**src/rtl/instruction_fetch_queue.sv**
```systemverilog
// Instruction fetch queue: fetches 32-bit words from RAM over the MFC
// handshake, buffers them with their addresses and hands one word per
// IR_Enable pulse to the IR stage. A redirect flushes and restarts fetch.
//
// Handshakes:
//   RAM side: mem_enable is the request valid and MFC is the completion.
//     mem_enable and mem_addr hold steady from the issue edge until the edge
//     that samples MFC=1. mem_data_in is captured on that edge.
//   IR side: a word moves on an edge where the queue is non-empty, ir_ready=1
//     and redirect=0. IR_Enable is the one-cycle valid for IR_In/ir_pc.
module instruction_fetch_queue #(
  parameter logic [31:0] RESET_PC   = 32'h0000_0000,
  parameter int          QDEPTH     = 2,
  parameter logic [5:0]  RD_WORD_OP = 6'b000000
) (
  input  logic        Clk,
  input  logic        RESET,
  input  logic        ir_ready,
  input  logic        redirect,
  input  logic [31:0] redirect_addr,
  input  logic [31:0] mem_data_in,
  input  logic        MFC,
  output logic [31:0] mem_addr,
  output logic        mem_enable,
  output logic [5:0]  RAM_OpCode,
  output logic [31:0] IR_In,
  output logic        IR_Enable,
  output logic [31:0] ir_pc,
  output logic        align_err,
  output logic [0:0]  dbg_state
);

  localparam int PW = (QDEPTH > 2) ? 2 : 1;
  localparam logic [PW:0]   DEPTH   = (PW+1)'(QDEPTH);
  localparam logic [PW:0]   CNT_ONE = (PW+1)'(1);
  localparam logic [PW-1:0] PTR_ONE = PW'(1);

  localparam logic [0:0] IDLE = 1'b0;
  localparam logic [0:0] WAIT = 1'b1;

  logic [0:0]    state;
  logic [31:0]   fpc;
  logic          discard;
  logic [PW:0]   count;
  logic [PW-1:0] wr_ptr;
  logic [PW-1:0] rd_ptr;
  logic [31:0]   q_word [QDEPTH];
  logic [31:0]   q_addr [QDEPTH];

  logic          do_push;
  logic          do_pop;
  logic [31:0]   redirect_pc;

  assign RAM_OpCode = RD_WORD_OP;
  assign dbg_state  = state;

  // Queue movement and the word-aligned redirect target.
  always_comb begin
    redirect_pc = {redirect_addr[31:2], 2'b00};
    do_push     = (state == WAIT) && MFC && !discard && !redirect;
    do_pop      = !redirect && (count != '0) && ir_ready;
  end

  // Fetch FSM, fetch address and the discard flag for orphaned requests.
  always_ff @(posedge Clk or negedge RESET) begin
    if (!RESET) begin
      state      <= IDLE;
      fpc        <= RESET_PC;
      discard    <= 1'b0;
      mem_enable <= 1'b0;
      mem_addr   <= RESET_PC;
    end else begin
      case (state)
        IDLE: begin
          if (redirect) begin
            fpc <= redirect_pc;
          end else if (count < DEPTH) begin
            state      <= WAIT;
            mem_enable <= 1'b1;
            mem_addr   <= fpc;
          end
        end
        WAIT: begin
          if (MFC) begin
            // The returned word is kept only if no redirect happened since issue.
            if (redirect)     fpc <= redirect_pc;
            else if (!discard) fpc <= fpc + 32'd4;
            discard    <= 1'b0;
            mem_enable <= 1'b0;
            state      <= IDLE;
          end else if (redirect) begin
            // Request stays on the bus until MFC; its data will be dropped.
            fpc     <= redirect_pc;
            discard <= 1'b1;
          end
        end
        default: state <= IDLE;
      endcase
    end
  end

  // Queue pointers and occupancy; redirect empties the queue.
  always_ff @(posedge Clk or negedge RESET) begin
    if (!RESET) begin
      count  <= '0;
      wr_ptr <= '0;
      rd_ptr <= '0;
    end else if (redirect) begin
      count  <= '0;
      wr_ptr <= '0;
      rd_ptr <= '0;
    end else begin
      if (do_push) wr_ptr <= wr_ptr + PTR_ONE;
      if (do_pop)  rd_ptr <= rd_ptr + PTR_ONE;
      case ({do_push, do_pop})
        2'b10:   count <= count + CNT_ONE;
        2'b01:   count <= count - CNT_ONE;
        default: count <= count;
      endcase
    end
  end

  // Queue storage; contents are only meaningful below count.
  always_ff @(posedge Clk) begin
    if (do_push) begin
      q_word[wr_ptr] <= mem_data_in;
      q_addr[wr_ptr] <= mem_addr;
    end
  end

  // IR delivery: one-cycle strobe, word and address hold between pulses.
  always_ff @(posedge Clk or negedge RESET) begin
    if (!RESET) begin
      IR_Enable <= 1'b0;
      IR_In     <= 32'h0;
      ir_pc     <= 32'h0;
    end else begin
      IR_Enable <= do_pop;
      if (do_pop) begin
        IR_In <= q_word[rd_ptr];
        ir_pc <= q_addr[rd_ptr];
      end
    end
  end

  // Misaligned redirect target flag, one cycle per redirect.
  always_ff @(posedge Clk or negedge RESET) begin
    if (!RESET) align_err <= 1'b0;
    else        align_err <= redirect && (redirect_addr[1:0] != 2'b00);
  end

endmodule

```
**config.mk**
```make
export PLATFORM = sky130hd
export DESIGN_NAME = instruction_fetch_queue
export DESIGN_NICKNAME = d
export VERILOG_FILES = /design/src/rtl/instruction_fetch_queue.sv
export SDC_FILE = /design/constraint.sdc
export NUM_CORES = 1
export LEC_CHECK = 0
export ABC_AREA = 1
export CORE_MARGIN = 4
export CORE_UTILIZATION = 40
export DETAILED_ROUTE_END_ITERATION = 10
export PLACE_DENSITY = 0.69
export SLEW_MARGIN = 40
export SYNTH_ARGS = -nofsm -noshare
export SYNTH_HDL_FRONTEND = slang
export SYNTH_SLANG_ARGS = --single-unit
```
**constraint.sdc**
```tcl
create_clock -name Clk -period 6.6 [get_ports Clk]
set_input_delay 0.99 -clock Clk [delete_from_list [all_inputs] [get_ports Clk]]
set_output_delay 0.99 -clock Clk [all_outputs]
set_load 0.01 [all_outputs]
```
==> summary.md, run 1 <==
| Metric | Value |
|---|---|
| Status | `complete, no violations` |
| Vias | `around 7600` |
| Leak | `0.00538 µW` |
| Vias per cell | `a little under 5` |
| Total grt overflow | `0` |
| Most used cell, CP | `nand2_1` |
| Ant diodes | `0` |
| Total iterations of the first detailed-routing run | `5` |
| Max_cap viols | `0` |
| Setup Buffers After CTS | `0` |
| Most frequent cells in the layout | `nand2_1, clkdlybuf4s50_1, nor2_1` |
| Final worst path period share | `58.2%` |
| Net Sw Frac | `a little under a third` |
| Logic pwr share | `roughly 29%` |
| Clk pwr share | `about a quarter` |
| Post-layout net count | `approximately 1200` |
| Die W | `around 170 µm` |
| Pin count of the biggest net entering global routing | `93` |
| Uppermost layer routed | `met4` |
| Number of global-route vias before repair | `roughly 7500` |
| Initial drt markers | `about 520` |
| Port bufs | `168` |
| # setup viols final | `0` |
| Total CTS buffers | `27` |
| First-pass GRT wire length | `39800 µm` |
| Max FO, Critical Path | `41` |
| Cell Area, Synth | `roughly 11000 µm²` |
| Post-synthesis sequential area ratio | `around 67%` |
| CTS tree | `built` |
| Unrepaired setup endpoints after global routing | `no` |
| Die H | `between 150 and 200 µm` |
| HP Class | `input pin to async pin` |
| WL met3 | `1030 µm` |
| Share of cells above drive strength 1 | `7.45%` |
| CP max-delay cell | `nor2_4` |
| Sequential share of power | `~45%` |
| Non-Filler Instances | `1536` |
| Cell family with most CP delay | `simple AND/OR/NAND/NOR gates` |
| Power per standard cell area | `between 300 and 400 nW/µm²` |
| Clock Root Buffer | `clkbuf_16` |
| Skew-Pair Late Insertion Delay | `between 0.5 and 0.6 ns` |
| Routed wire per std cell | `16.2 µm` |
| Core area | `26900 µm²` |
| CP bufs+invs | `2` |
| CTS resizes | `0` |
| Cell taking the most area after synthesis | `edfxtp_1` |
| Ys Warns | `0` |
| Critical Path End Type | `flip-flop` |
| Cell Count Post-Placement | `between 1000 and 1500` |
| DP HPWL | `between 15000 and 20000 µm` |
| Req. time, crit path | `roughly 6.8 ns` |
| # IOs | `roughly 180` |
| CTS Buffer Depth | `3` |
| CP arrival | `3.99 ns` |
| Top_reg_cell synth | `dfrtp_1` |
| Pins Over Slew Limit | `0` |
| FFs w/ async S/R, synth | `51.7%` |
| Row Count | `60` |
| # DRC | `0` |
| WS Path Type | `input pin to flip-flop` |
| Fillers | `2367` |
| Clk slew on worst S/H paths | `~0.060 ns` |
| DRT Wirelength | `24800 µm` |
| Die ar. | `between 20000 and 30000 µm²` |
| Initial antenna violation count | `0` |
| Hold-fix buffers at CTS | `0` |
| Worst clock skew | `roughly 0.013 ns` |
| Cells after Synth | `roughly 1000` |
| Total power | `roughly 5400 µW` |
| Number of distinct library cells after synthesis | `38` |
| Switching pwr | `roughly 1700 µW` |
| Final ANT Viol Nets | `0` |
| Met1 Wirelength | `between 10000 and 15000 µm` |
| Worst-margin pin slew | `between 0.7 and 0.8 ns` |
| Synthesized area per cell | `approximately 11 µm²` |
| Starting Density | `about 41%` |
| Element type at the critical path start | `input pin` |
| Area grow syn2layout | `25.6%` |
| Crit path cell chain | `clkdlybuf4s50_1, nand2_1, nor2_2, nand2_1, nor2_4, buf_4` |
| Slew headroom | `~47%` |
| Synth top area cells | `edfxtp_1, dfrtp_1, nand2_1` |
| Register bit count reported by yosys | `between 200 and 300` |
| Yosys top cell area share | `35.3%` |
| Final Hold Viols | `0` |
| GP Congestion | `between 0.8 and 0.9` |
| Internal power | `3760 µW` |
| Final TNS setup | `0 ns` |
| # clock sinks | `around 270` |
| Post-synth EDFFs | `approximately 130` |
| GRT Total Usage | `between 10% and 20%` |
| Maximum vdd drop | `roughly 0.18 mV` |
| Minimum clock period | `between 3 and 4 ns` |
| Met2 WL | `roughly 12000 µm` |
| Most common library cell in the layout ignoring fill and taps | `nand2_1` |
| FMAX | `0.260 GHz` |
| H-tree levels | `1` |
| CP max stage delay | `between 0.6 and 0.7 ns` |
## cells by family after synthesis
logic type | count (synthesis) | share of synthesized area, %
fa+ha+maj | 1 | 0.115
compound gates | 229 | 12.3
simple gates | 402 | 15.7
buf+inv | 118 | 4.74
flops | 265 | 66.8
other cells | 1 | 0.0344
mux | 1 | 0.103
xor+xnor | 3 | 0.241
## layout make-up
class / count / area (µm²) / share of cell area [%]
clock buffers: 39 / 761 / 5.56
clock inverters: 11 / 63.8 / 0.467
inverters: 62 / 233 / 1.70
multi-input cells: 642 / 3150 / 23.0
flip-flops and latches: 265 / 7270 / 53.2
well taps: 341 / 427 / 3.12
repair buffers: 176 / 1770 / 12.9
## metal layers
metal / up-vias / track usage, %
li1: 3735 / -
met5: - / 0
met3: 33 / 2.21
met2: 181 / 28.6
met4: 0 / 4.09
met1: 3692 / 21.1
## worst paths after layout
check	start	endpoint	slack [ns]	cells past startpoint
max in group asynchronous	RESET	ir_pc[26]$_DFFE_PN0P_	5.03	2
min reg2reg	fpc[1]$_DFFE_PN0P_	fpc[1]$_DFFE_PN0P_	0.47	2
max reg2reg	dbg_state$_DFF_PN0_	q_addr[0][26]$_DFFE_PP_	3.31	5
max	MFC	q_addr[0][26]$_DFFE_PP_	2.76	6
min in group Clk	fpc[1]$_DFFE_PN0P_	fpc[1]$_DFFE_PN0P_	0.47	2
min	RESET	IR_In[30]$_DFFE_PN0P_	0.46	1
## cells in the mapped netlist, drive strengths merged (2+ instances only)
cell type	count
edfxtp	128
xor2	3
nand3	27
clkbuf	22
inv	62
nor2	179
o21a	64
nand2	177
dfrtp	137
o22ai	2
nand4	9
o21ai	142
nor3	9
a22oi	2
o211ai	2
a21oi	13
buf	34
## power by group through the flow
stage | sequential (µW) | clock (µW) | combinational, µW
after global placement | 2480 | 0 | 1570
final | 2450 | 1410 | 1590
after global routing | 2500 | 1520 | 1740
after detailed placement | 2490 | 0 | 1610
after floorplan | 2550 | 0 | 658
after CTS | 2460 | 1450 | 1610
## sequential cells by signal, indices dropped and copies added, names as in the netlist, 2 cells and up
| name | count |
|---|---|
| IR_In | 32 |
| count | 2 |
| fpc | 32 |
| ir_pc | 32 |
| mem_addr | 32 |
| q_addr | 64 |
| q_word | 64 |
## worst register-to-register path: cells and delay by family, from the launching register on
| kind | cells | cell delay, ns |
|---|---|---|
| buffers and inverters | 1 | 0.61 |
| DFF | 1 | 0.43 |
| and+or+nand+nor | 4 | 1.80 |
## stage by stage
step | hold slack [ns] | area [µm²] | setup WS (ns) | utilization [%]
final | 0.455 | 13700 | 2.76 | 50.9
after global placement | 0.457 | 12800 | 2.35 | 47.7
after floorplan | 0.443 | 10900 | 1.90 | -
after detailed placement | 0.460 | 12800 | 2.20 | 47.8
after global routing | 0.499 | 13700 | 2.63 | 50.9
after CTS | 0.474 | 13700 | 2.76 | 50.9
Power figures use the tool's default switching activity.
==> run 2: changes to the inputs <==
--- a/config.mk
+++ b/config.mk
@@ -9,7 +9,7 @@
 export CORE_MARGIN = 4
 export CORE_UTILIZATION = 40
 export DETAILED_ROUTE_END_ITERATION = 10
-export PLACE_DENSITY = 0.69
+export PLACE_DENSITY = 0.71
 export SLEW_MARGIN = 40
 export SYNTH_ARGS = -nofsm -noshare
 export SYNTH_HDL_FRONTEND = slang
==> constraint.sdc (replaced) <==
create_clock -name Clk -period 3.22 [get_ports Clk]
set_input_delay 0.483 -clock Clk [delete_from_list [all_inputs] [get_ports Clk]]
set_output_delay 0.483 -clock Clk [all_outputs]
set_load 0.01 [all_outputs]
==> summary.md, run 2 (synthesis gave the netlist of run 1 again) <==
| Metric | Value |
|---|---|
| FMAX | `just under 0.5 GHz` |
| Switching pwr | `3480 µW (was 1690 µW)` |
| CTS Buffer Depth | `3 (unchanged)` |
| CP bufs+invs | `1 (was 2)` |
| FF-to-FF Start | `dbg_state$_DFF_PN0_ (unchanged)` |
| Port bufs | `168 (unchanged)` |
| Number of global-route vias before repair | `7655 (was 7499)` |
| Initial antenna violation count | `0 (unchanged)` |
| Most frequent cells in the layout | `nand2_1, clkdlybuf4s50_1, nor2_1 (unchanged)` |
| DRT Wirelength | `25200 µm (was 24800 µm)` |
| Design area | `13900 µm² (was 13700 µm²)` |
| Logic pwr share | `28.5% (was 29.1%)` |
| Largest registers | `q_addr: 64 flops, q_word: 64 flops (unchanged)` |
| First-pass GRT wire length | `40700 µm (was 39800 µm)` |
| R2R Setup Slk | `1.26 ns (was 3.31 ns)` |
| Ant diodes | `0 (unchanged)` |
| Clock Root Buffer | `clkbuf_16 (unchanged)` |
| H-tree levels | `1 (unchanged)` |
| CP max stage delay | `0.62 ns (about the same)` |
| # IOs | `175 (unchanged)` |
| Row Count | `60 (unchanged)` |
| Non-Filler Instances | `1543 (was 1536)` |
| Placed cell areas | `13000 µm² (was 12800 µm²)` |
| Vias per cell | `4.95 (was 4.97)` |
| Hold_ws | `0.00672 ns (was 0.455 ns)` |
| Routed wire per std cell | `16.3 µm (was 16.2 µm)` |
| Initial drt markers | `505 (was 517)` |
| Post-layout util | `51.7% (was 50.9%)` |
| Total grt overflow | `0 (unchanged)` |
| Vias | `7640 (was 7641)` |
| Die ar. | `29900 µm² (unchanged)` |
| WS Path Type | `flip-flop to output port (was input pin to flip-flop)` |
| Cell family with most CP delay | `buffers and inverters (was simple AND/OR/NAND/NOR gates)` |
| CP max-delay cell | `clkdlybuf4s50_1 (was nor2_4)` |
| Power per standard cell area | `832 nW/µm² (was 398 nW/µm²)` |
| Total iterations of the first detailed-routing run | `7 (was 5)` |
| Core area | `26900 µm² (unchanged)` |
| Fillers | `2297 (was 2367)` |
| Net Sw Frac | `30.1% (was 30.9%)` |
| Skew-Pair Late Insertion Delay | `0.52 ns (was 0.53 ns)` |
| Unrepaired setup endpoints after global routing | `no (unchanged)` |
| Cell Count Post-Placement | `1494 (was 1486)` |
| Worst-margin pin slew | `0.790 ns (was 0.789 ns)` |
| Pins Over Slew Limit | `0 (unchanged)` |
| Die H | `173 µm (unchanged)` |
| HP Class | `input pin to async pin (unchanged)` |
| # setup viols final | `0 (unchanged)` |
| Minimum clock period | `roughly 2.1 ns` |
| R2R depth | `9 (was 5)` |
| DP HPWL | `16300 µm (was 16400 µm)` |
| # clock sinks | `265 (unchanged)` |
| Total power | `11600 µW (was 5450 µW)` |
| Internal power | `8080 µW (was 3760 µW)` |
| Share of cells above drive strength 1 | `8.32% (was 7.45%)` |
| Endpoint of the worst-slack reg-to-reg timing path | `fpc[6]$_DFFE_PN0P_ (was q_addr[0][26]$_DFFE_PP_)` |
| Final ANT Viol Nets | `0 (unchanged)` |
| Pin count of the biggest net entering global routing | `76 (was 93)` |
| Most common library cell in the layout ignoring fill and taps | `nand2_1 (unchanged)` |
| Clk pwr share | `28.1% (was 25.9%)` |
| Critical Path End Type | `output port (was flip-flop)` |
| GP Congestion | `0.900 (was 0.880)` |
| Slew headroom | `47.3% (was 47.4%)` |
| Element type at the critical path start | `flip-flop (was input pin)` |
| # DRC | `0 (unchanged)` |
| GRT Total Usage | `16.5% (was 16.2%)` |
| Starting Density | `40.5% (unchanged)` |
| Crit path cell chain | `clkdlybuf4s50_1 (was clkdlybuf4s50_1, nand2_1, nor2_2, nand2_1, nor2_4, buf_4)` |
| Setup Buffers After CTS | `0 (unchanged)` |
| Final Hold Viols | `0 (unchanged)` |
| Status | `complete, no violations (unchanged)` |
| Hold-fix buffers at CTS | `0 (unchanged)` |
| Worst clock skew | `0.00800 ns (was 0.0132 ns)` |
| Area grow syn2layout | `27.6% (was 25.6%)` |
| Leak | `0.00548 µW (was 0.00538 µW)` |
| Die W | `173 µm (unchanged)` |
| CTS resizes | `0 (unchanged)` |
| CP arrival | `1.57 ns (was 3.99 ns)` |
| Max FO, Critical Path | `4 (was 41)` |
| Final worst path period share | `a little under two thirds` |
| Clk slew on worst S/H paths | `0.06 ns (about the same)` |
| CTS tree | `built (unchanged)` |
| Req. time, crit path | `2.74 ns (was 6.75 ns)` |
| Maximum vdd drop | `0.360 mV (was 0.184 mV)` |
| Sequential share of power | `43.4% (was 44.9%)` |
| Post-layout net count | `1252 (was 1244)` |
| Max_cap viols | `0 (unchanged)` |
| Total CTS buffers | `27 (unchanged)` |
-- run 2: changes by cell type in the layout (fill, tap and decap cells not counted), moves of 3 or more --
cell,before,now
bufinv_16,0,5
clkbuf_1,8,3
buf_12,1,6
clkbuf_8,4,1
buf_4,6,10
-- run 2: metrics by stage --
stage | TNS (ns) | worst slack [ns]
global route | 0 | 1.10
global placement | 0 | 0.698
detailed placement | 0 | 0.704
CTS | 0 | 1.14
floorplan | -125.15 | -0.978
finish | 0 | 1.17
-- run 2: area by class of cell --
type                       instances  area [µm²]  share of cell area, %
sequential                       265        7270                   52.4
timing repair buffer             184        1880                   13.5
tap                              341         427                   3.07
multi-input combinational        642        3140                   22.6
inverter                          62         233                   1.68
clock buffer                      31         701                   5.04
clock inverter                    18         236                   1.70
-- run 2: power groups by stage --
| stage | combinational (µW) | sequential, µW | clock (µW) |
|---|---|---|---|
| 2_1_floorplan | 1350 | 5220 | 0 |
| 3_3_place_gp | 3280 | 5060 | 0 |
| 3_5_place_dp | 3340 | 5090 | 0 |
| 4_1_cts | 3350 | 5030 | 3340 |
| 5_1_grt | 3610 | 5120 | 3470 |
| 6_report | 3300 | 5010 | 3250 |
-- run 2: how the worst max path moves through the flow --
stage	start	end	slack, ns	cells past startpoint
3_3_place_gp	redirect	fpc[6]$_DFFE_PN0P_	0.70	9
5_1_grt	mem_addr[17]$_DFFE_PN0P_	mem_addr[17]	1.10	1
6_report	mem_addr[17]$_DFFE_PN0P_	mem_addr[17]	1.17	1
3_5_place_dp	redirect	fpc[6]$_DFFE_PN0P_	0.70	9
4_1_cts	mem_addr[17]$_DFFE_PN0P_	mem_addr[17]	1.14	1
2_1_floorplan	redirect	q_addr[0][0]$_DFFE_PP_	-0.98	5
-- run 2: metal layers --
layer / up-vias / track usage, % / routed length (µm) / share of wire, %
met1: 3665 / 21.3 / 11100 / 44
met4: 0 / 4.52 / 493 / 2.0
li1: 3752 / - / - / -
met3: 34 / 2.71 / 1090 / 4.3
met5: - / 0 / 0 / 0
met2: 189 / 29.1 / 12500 / 50
==> run 3: changes to the inputs <==
==> constraint.sdc (replaced) <==
create_clock -name Clk -period 1.8 [get_ports Clk]
set_input_delay 0.27 -clock Clk [delete_from_list [all_inputs] [get_ports Clk]]
set_output_delay 0.27 -clock Clk [all_outputs]
set_load 0.01 [all_outputs]
==> summary.md, run 3 (synthesis gave the netlist of run 1 again) <==
| Metric | Value |
|---|---|
| FF-to-FF Start | `fpc[2]$_DFFE_PN0P_ (was dbg_state$_DFF_PN0_)` |
| Most common library cell in the layout ignoring fill and taps | `nand2_1 (unchanged)` |
| Total iterations of the first detailed-routing run | `5 (was 7)` |
| HP Class | `input pin to async pin (unchanged)` |
| CP bufs+invs | `1 (unchanged)` |
| R2R Setup Slk | `0.16 ns (was 1.26 ns)` |
| Vias | `7908 (was 7640)` |
| Crit path cell chain | `clkdlybuf4s50_1 (unchanged)` |
| CP max-delay cell | `clkdlybuf4s50_1 (unchanged)` |
| Minimum clock period | `approximately 1.8 ns` |
| Req. time, crit path | `1.53 ns (was 2.74 ns)` |
| Largest registers | `q_addr: 64 flops, q_word: 64 flops (unchanged)` |
| Vias per cell | `4.94 (was 4.95)` |
| Worst clock skew | `0.0169 ns (was 0.00800 ns)` |
| CP arrival | `1.49 ns (was 1.57 ns)` |
| Number of global-route vias before repair | `7735 (was 7655)` |
| H-tree levels | `1 (unchanged)` |
| Placed cell areas | `13400 µm² (was 13000 µm²)` |
| Clock Root Buffer | `clkbuf_16 (unchanged)` |
| Die ar. | `29900 µm² (unchanged)` |
| Max_cap viols | `0 (unchanged)` |
| Most frequent cells in the layout | `nand2_1, nor2_1, clkdlybuf4s50_1 (was nand2_1, clkdlybuf4s50_1, nor2_1)` |
| Initial drt markers | `551 (was 505)` |
| R2R depth | `10 (was 9)` |
| Maximum vdd drop | `0.637 mV (was 0.360 mV)` |
| Design area | `14500 µm² (was 13900 µm²)` |
| Final TNS setup | `0 ns (unchanged)` |
| Cell family with most CP delay | `buffers and inverters (unchanged)` |
| Die H | `173 µm (unchanged)` |
| Skew-Pair Late Insertion Delay | `0.53 ns (was 0.52 ns)` |
| CTS Buffer Depth | `3 (unchanged)` |
| Initial antenna violation count | `0 (unchanged)` |
| # DRC | `0 (unchanged)` |
| # setup viols final | `0 (unchanged)` |
| Area grow syn2layout | `32.8% (was 27.6%)` |
| # IOs | `175 (unchanged)` |
| Share of cells above drive strength 1 | `12.9% (was 8.32%)` |
| Total grt overflow | `0 (unchanged)` |
| Row Count | `60 (unchanged)` |
| Pin count of the biggest net entering global routing | `45 (was 76)` |
| GP Congestion | `0.954 (was 0.900)` |
| DRT Wirelength | `25600 µm (was 25200 µm)` |
| Worst setup path start | `ir_pc[12]$_DFFE_PN0P_ (was mem_addr[17]$_DFFE_PN0P_)` |
| Ant diodes | `0 (unchanged)` |
| First-pass GRT wire length | `41100 µm (was 40700 µm)` |
| Max FO, Critical Path | `2 (was 4)` |
| Pins Over Slew Limit | `0 (unchanged)` |
| Routed wire per std cell | `16.0 µm (was 16.3 µm)` |
| FMAX | `0.569 GHz` |
| CP max stage delay | `0.56 ns (was 0.62 ns)` |
| Port bufs | `168 (unchanged)` |
| GRT Total Usage | `16.8% (was 16.5%)` |
| Final Hold Viols | `0 (unchanged)` |
| DP HPWL | `18200 µm (was 16300 µm)` |
| Final ANT Viol Nets | `0 (unchanged)` |
| Endpoint of the worst-slack reg-to-reg timing path | `fpc[29]$_DFFE_PN0P_ (was fpc[6]$_DFFE_PN0P_)` |
| Starting Density | `40.5% (unchanged)` |
| Status | `complete, no violations (unchanged)` |
| Critical Path End Type | `output port (unchanged)` |
| Clk slew on worst S/H paths | `0.06 ns (about the same)` |
| Post-layout net count | `1310 (was 1252)` |
| Core area | `26900 µm² (unchanged)` |
| WS Path Type | `flip-flop to output port (unchanged)` |
| Leak | `0.00592 µW (was 0.00548 µW)` |
| Power per standard cell area | `1440 nW/µm² (was 832 nW/µm²)` |
| Die W | `173 µm (unchanged)` |
| Element type at the critical path start | `flip-flop (unchanged)` |
| Fillers | `2258 (was 2297)` |
| # clock sinks | `265 (unchanged)` |
| CTS tree | `built (unchanged)` |
| Final worst path period share | `roughly 98%` |
| Total CTS buffers | `27 (unchanged)` |
==> run 3: cell types whose count changed in the layout (fill, tap and decap cells not counted), moves of 2 or more <==
cell	previous run	this run
clkbuf_8	1	4
buf_12	6	18
clkdlybuf4s50_1	167	148
dlygate4sd2_1	0	9
clkinv_4	2	0
bufinv_16	5	2
dfrtp_2	1	5
buf_4	10	55
nand2_1	173	171
dlymetal6s2s_1	0	10
dfrtp_1	136	132
clkinv_1	1	3
==> run 3: worst max-delay path by stage <==
stage	end	slack, ns	cells past startpoint
finish	ir_pc[12]	0.04	1
floorplan	q_addr[0][0]$_DFFE_PP_	-0.47	5
CTS	mem_addr[17]	0.002	1
global route	fpc[29]$_DFFE_PN0P_	-0.01	10
global placement	q_word[1][26]$_DFFE_PP_	-0.28	6
detailed placement	fpc[26]$_DFFE_PN0P_	-0.30	10
==> run 3: layout make-up <==
cell class | instances | area [µm²] | area share [%]
clock buffer | 35 | 746 | 5.16
sequential | 265 | 7280 | 50.4
timing repair buffer | 242 | 2480 | 17.2
clock inverter | 14 | 124 | 0.857
tap | 341 | 427 | 2.95
multi-input combinational | 642 | 3170 | 21.9
inverter | 62 | 233 | 1.61
==> run 3: metrics by stage <==
| stage | util, % | hold slack (ns) | std cells | power (µW) | setup slack (ns) |
|---|---|---|---|---|---|
| finish | 53.8 | 0.190 | 1601 | 20800 | 0.0426 |
| global route | 53.8 | 0.198 | 1601 | 21900 | -0.0115 |
| CTS | 53.3 | 0.178 | 1590 | 20900 | 0.00221 |
| detailed placement | 50.0 | 0.163 | 1536 | 15400 | -0.300 |
| global placement | 50.0 | 0.164 | 1536 | 15300 | -0.281 |
| floorplan | - | -0.0256 | 1025 | 11800 | -0.467 |
==> run 3: what timing repair did <==
item / CTS / global route
hold buffers: 1 / 0
hold endpoints to repair: 108 / 0
gates resized for setup: 13 / 15
setup buffers: 4 / 11
endpoints found under the setup margin: 17 / 25
==> run 3: where the power goes <==
group          internal, µW  leakage, µW  switching (µW)
Combinational          3330      0.00275            3050
Sequential             7960      0.00275            1030
Clock                  3190     0.000423            2220
==> run 3: metal layers <==
layer | share of wire [%] | vias to the layer above | GRT usage [%]
met2 | 50 | 238 | 29.1
met4 | 2.3 | 0 | 4.76
met1 | 43 | 3756 | 22.1
li1 | - | 3872 | -
met5 | 0 | - | 0
met3 | 5.3 | 42 | 2.56
